===== src/rtl/rlgl_referee.sv =====
// rlgl_referee - game referee for Red Light, Green Light.
//
// Sits downstream of the traffic light. Counts player steps toward a finish
// line, penalises steps taken during red once the reaction grace window has
// run out, runs the game countdown and declares win/lose. game_active goes
// back to the traffic light, which freezes while it is low.
//
// Ports:
//   clk          system clock (50 MHz)
//   reset        synchronous, active-high
//   start        level; rising edge starts a game (ignored while playing)
//   step         level; rising edge is one player step
//   red, green   current light from the traffic light
//   game_active  high only while a game is in progress
//   position     steps taken, 0..FINISH
//   time_left    seconds remaining
//   lives        remaining lives
//   win, lose    game outcome, held until the next start
//
// Build option: define RLGL_LIVES_EN for three lives per game; a red-light
// violation then costs a life and sends the player back to the start line.
// Without it a single violation loses the game and lives stays at 1.
//
// state | meaning
// IDLE  | after reset, waiting for start
// PLAY  | game running
// WIN   | player reached FINISH, outputs frozen
// LOSE  | violation or timeout, outputs frozen
module rlgl_referee #(
  parameter int FINISH    = 20,
  parameter int GRACE_CYC = 25_000_000,
  parameter int SECOND    = 50_000_000,
  parameter int GAME_SEC  = 60
) (
  input  logic       clk,
  input  logic       reset,
  input  logic       start,
  input  logic       step,
  input  logic       red,
  input  logic       green,
  output logic       game_active,
  output logic [4:0] position,
  output logic [5:0] time_left,
  output logic [1:0] lives,
  output logic       win,
  output logic       lose
);

  localparam logic [1:0] IDLE = 2'd0;
  localparam logic [1:0] PLAY = 2'd1;
  localparam logic [1:0] WIN  = 2'd2;
  localparam logic [1:0] LOSE = 2'd3;

  localparam int GW = (GRACE_CYC > 0) ? $clog2(GRACE_CYC + 1) : 1;
  localparam int SW = (SECOND > 1) ? $clog2(SECOND) : 1;

  localparam logic [GW-1:0] GRACE_LOAD = GW'(GRACE_CYC);
  localparam logic [GW-1:0] GRACE_ONE  = GW'(1);
  localparam logic [SW-1:0] SEC_LAST   = SW'(SECOND - 1);
  localparam logic [SW-1:0] SEC_ONE    = SW'(1);
  localparam logic [4:0]    FIN        = 5'(FINISH);
  localparam logic [5:0]    TIME_INIT  = 6'(GAME_SEC);
`ifdef RLGL_LIVES_EN
  localparam logic [1:0]    LIVES_INIT = 2'd3;
`else
  localparam logic [1:0]    LIVES_INIT = 2'd1;
`endif

  logic [1:0]    state_q, state_d;
  logic [4:0]    position_q, position_d;
  logic [5:0]    time_left_q, time_left_d;
  logic [1:0]    lives_q, lives_d;
  logic [GW-1:0] grace_q, grace_d;
  logic [SW-1:0] sec_q, sec_d;
  logic          start_q, step_q, red_q;

  logic       start_p, step_p, red_rise;
  logic       violation;
  logic [4:0] pos_inc;

  assign start_p  = start & ~start_q;
  assign step_p   = step & ~step_q;
  assign red_rise = red & ~red_q;

  // green wins if both lights are (illegally) on; no light at all ignores the step
  assign violation = step_p & ~green & red & (grace_q == '0);
  assign pos_inc   = (position_q == FIN) ? FIN : position_q + 5'd1;

  always_comb begin
    state_d     = state_q;
    position_d  = position_q;
    time_left_d = time_left_q;
    lives_d     = lives_q;
    grace_d     = grace_q;
    sec_d       = sec_q;

    if (state_q == PLAY) begin
      if (red_rise)
        grace_d = GRACE_LOAD;
      else if (grace_q != '0)
        grace_d = grace_q - GRACE_ONE;

      if (sec_q == SEC_LAST) begin
        sec_d = '0;
        if (time_left_q != 6'd0)
          time_left_d = time_left_q - 6'd1;
      end else begin
        sec_d = sec_q + SEC_ONE;
      end

      if (step_p && green) begin
        position_d = pos_inc;
        if (pos_inc == FIN)
          state_d = WIN;
      end else if (violation) begin
`ifdef RLGL_LIVES_EN
        if (lives_q <= 2'd1) begin
          lives_d = 2'd0;
          state_d = LOSE;
        end else begin
          lives_d    = lives_q - 2'd1;
          position_d = 5'd0;
        end
`else
        state_d = LOSE;
`endif
      end

      // expiry is lowest priority: only applies if nothing above ended the game
      if (state_d == PLAY && time_left_q == 6'd0)
        state_d = LOSE;
    end else if (start_p) begin
      state_d     = PLAY;
      position_d  = 5'd0;
      time_left_d = TIME_INIT;
      lives_d     = LIVES_INIT;
      grace_d     = '0;
      sec_d       = '0;
    end
  end

  always_ff @(posedge clk) begin
    if (reset) begin
      state_q     <= IDLE;
      position_q  <= 5'd0;
      time_left_q <= TIME_INIT;
      lives_q     <= LIVES_INIT;
      grace_q     <= '0;
      sec_q       <= '0;
      start_q     <= 1'b0;
      step_q      <= 1'b0;
      red_q       <= 1'b0;
    end else begin
      state_q     <= state_d;
      position_q  <= position_d;
      time_left_q <= time_left_d;
      lives_q     <= lives_d;
      grace_q     <= grace_d;
      sec_q       <= sec_d;
      start_q     <= start;
      step_q      <= step;
      red_q       <= red;
    end
  end

  assign game_active = (state_q == PLAY);
  assign win         = (state_q == WIN);
  assign lose        = (state_q == LOSE);
  assign position    = position_q;
  assign time_left   = time_left_q;
  assign lives       = lives_q;

endmodule


===== config.mk =====
export PLATFORM = sky130hd
export DESIGN_NAME = rlgl_referee
export DESIGN_NICKNAME = d
export VERILOG_FILES = /design/src/rtl/rlgl_referee.sv
export SDC_FILE = /design/constraint.sdc
export NUM_CORES = 1
export LEC_CHECK = 0
export CAP_MARGIN = 20
export CORE_AREA = 3 3 81 121
export DETAILED_ROUTE_END_ITERATION = 10
export DIE_AREA = 0 0 84 124
export GPL_TIMING_DRIVEN = 0
export PLACE_DENSITY_LB_ADDON = 0.25
export SLEW_MARGIN = 25
export SYNTH_ARGS = -nofsm -noshare
export SYNTH_HDL_FRONTEND = slang
export SYNTH_SLANG_ARGS = --single-unit

===== constraint.sdc =====
create_clock -name clk -period 3.7 [get_ports clk]
set_clock_uncertainty 0.1 [all_clocks]
set_input_delay 0.74 -clock clk [delete_from_list [all_inputs] [get_ports clk]]
set_output_delay 0.74 -clock clk [all_outputs]
set_load 0.05 [all_outputs]

==> metrics <==
status finished clean; dominant cell by count in the synthesized netlist dfxtp_1; hold buffers post-CTS 0; Post-synth EDFFs 0; largest family of logic cells by synthesized area simple AND/OR/NAND/NOR gates; multiplexer area fraction after synthesis 0.00893; most used cell along the critical path clkbuf_1; Cells after Synth 462; P_int 1.52 mW; most common library cells after synthesis dfxtp_1 (67), a21oi_1 (48), nand2_1 (37); Avg WL per Cell 15.9 um; kind of critical path reg -> out; area of the multi-input gates 2140 um2; Max-Cap Viols 0; DRC viols 0; post-synth cell types 65; simple-gate portion of the synthesized area 0.310; routed wl met2 4970 um; Area Overhead vs Synth 18.0%; Synth Area in Adders 0.0206; Slew HR 0.516; CP Capture Type output pin; Yosys reg bits 67; cell taking the most area after synthesis dfxtp_1; ant diodes 0; via density per instance 5.95; largest net degree at the start of global routing 13; area share of the leading cell type in the synthesized netlist 0.368; core area 8880 um2; Rows 42; post-route antenna net violation count 0; Final HPWL DP 6780 um; vias in the first global route 3389; Fmax achieved approximately 0.29 GHz; CP Launch Type flip-flop; RSZ-0062 raised after global routing false; Clock Sinks 67; nets 504; die height ~120 um; Slowest cell on crit path clkdlybuf4s50_1; first-pass GRT wire length 16000 um; clock transition at the registers of the reported paths approximately 0.05 ns; layout cells sized above 1 0.0724; dominant cells by area after synthesis dfxtp_1 (37%), a21oi_1 (6.6%), nand2_1 (3.8%); top sig layer met4; endpoints failing hold 0; fin crit share 0.935; sequential area share after synthesis 0.368; pwr dens 506 nW/um2; NetSw 0.651 mW; number of max-slew violations in the final report 0; Hold WC Path Type reg -> reg; CTS resizes 0; fill count 860; WHS 0.388 ns; CTS buffer count 9; Mapped Nets 474; port bufs 19; initial antenna violation count 0; # setup viols final 0; cells along the critical path nand2b_1 -> clkbuf_1 -> clkinv_1 -> clkbuf_1 -> clkdlybuf4s50_1; crit-path max FO 10; Critical Path RT 2.86 ns; Final Util 0.484; drt pass-1 iters 5; min cycle time layout 3.46 ns; post-synthesis compound-gate area fraction 0.235; actual slew at the worst max-slew pin between 0.7 and 0.8 ns; CTS tree yes; routed wl met3 ~500 um; FF+latch area 1340 um2; Initial Util 0.410; Ys Warns 0; asr flop ratio synth 0; Leakage Power 1.50 nW; design area 4300 um2; largest buffer count on any clock path 2; gp weighted congestion ~0.91; clock latency at the later pin of the worst-skew pair 0.33 ns; H-tree Lvls 3; Routed WL 9650 um; Comb power frac 0.199; Mean Syn Cell Area 7.89 um2; Clock Power Share 0.433; Die ar. 10400 um2; WP data arrival 2.62 ns; XOR/XNOR share of the synthesized area 0.0120; Peak VDD IR 0.286 mV; # IOs 22; Final TNS setup 0 ns; GRT overflow 0; detailed router's first-iteration violation count 163; slowest stage delay, CP 0.78 ns; Reg power frac 0.368; Area after DPL 3970 um2; setup bufs post-CTS 0; M1 WL 3910 um; Net Sw Frac 0.300; Cell Area, Synth 3640 um2; via count around 3600; CTS root buffer clkbuf_16; Chip Width approximately 84 um; GRT Util Overall 0.192; Top FF cell, synth dfxtp_1
==> stage by stage <==
step,power [mW],setup slack [ns],instances
floorplan,1.13,1.34,462
global placement,1.23,0.560,591
detailed placement,1.24,0.528,591
CTS,2.18,0.211,607
global route,2.28,0.0402,607
finish,2.17,0.241,607
==> logic make-up after synthesis <==
kind of cell | after synthesis
AO/OA/AOI/OAI | 137
XOR/XNOR | 5
AND/OR/NAND/NOR | 208
other | 2
flip-flops | 67
multiplexers | 3
adder cells (fa/ha/maj) | 6
buffers and inverters | 34
==> registers in the layout, indices dropped and copies added, names as in the netlist <==
name,flops
state_q,2
red_q,1
start_q,1
time_left,6
sec_q,26
position,5
step_q,1
grace_q,25
==> area by class of cell <==
| type | count | share of cell area |
|---|---|---|
| plain buffers | 19 | 0.0239 |
| clock buffers | 10 | 0.0556 |
| clock inverters | 6 | 0.0207 |
| inverters | 15 | 0.0131 |
| multi-input cells | 361 | 0.499 |
| flip-flops and latches | 67 | 0.312 |
| well taps | 110 | 0.0320 |
| repair buffers | 19 | 0.0442 |
==> routing by layer <==
metal  track usage  up-vias
li1              -     1797
met1         0.216     1673
met2         0.344      118
met3        0.0443       23
met4        0.0845        0
met5             0        -
==> path summary, 6_finish.rpt <==
check	from	endpoint	slack, ns	cells after the start
worst max-delay path	state_q[1]	game_active	0.24	5
worst min-delay path	grace_q[18]	grace_q[18]	0.39	1
worst max register to register	sec_q[0]	sec_q[14]	0.83	9
worst min register to register	grace_q[18]	grace_q[18]	0.39	1
==> power groups by stage <==
stage	logic [mW]	clock network [mW]	registers, mW
3_3_place_gp	0.418	0	0.811
6_report	0.433	0.942	0.799
4_1_cts	0.429	0.957	0.797
5_1_grt	0.483	0.990	0.804
2_1_floorplan	0.329	0	0.803
3_5_place_dp	0.425	0	0.812
==> cells in the final DEF, fill, tap and decap left out, drive strengths merged, types with 9 or more instances in the layout <==
cell           synthesis  final
nor4                  12     12
nand2b                12     12
buf                    9      9
a31oi                 15     15
nand3                 23     23
a21oi                 48     48
nor2                  34     34
nand2                 37     37
clkbuf                10     20
clkdlybuf4s50          0     19
dfxtp                 67     67
o21ai                 27     27
inv                   14     14
or4                    9      9
nor3                  22     22
or3                   21     21
==> worst max-delay path, delay by kind of cell (launching register included) <==
family	cells	cell delay (ns)
buffers and inverters	4	1.79
flip-flops	1	0.37
AND/OR/NAND/NOR	1	0.12
Note: power is estimated with default switching activity, not from simulation.
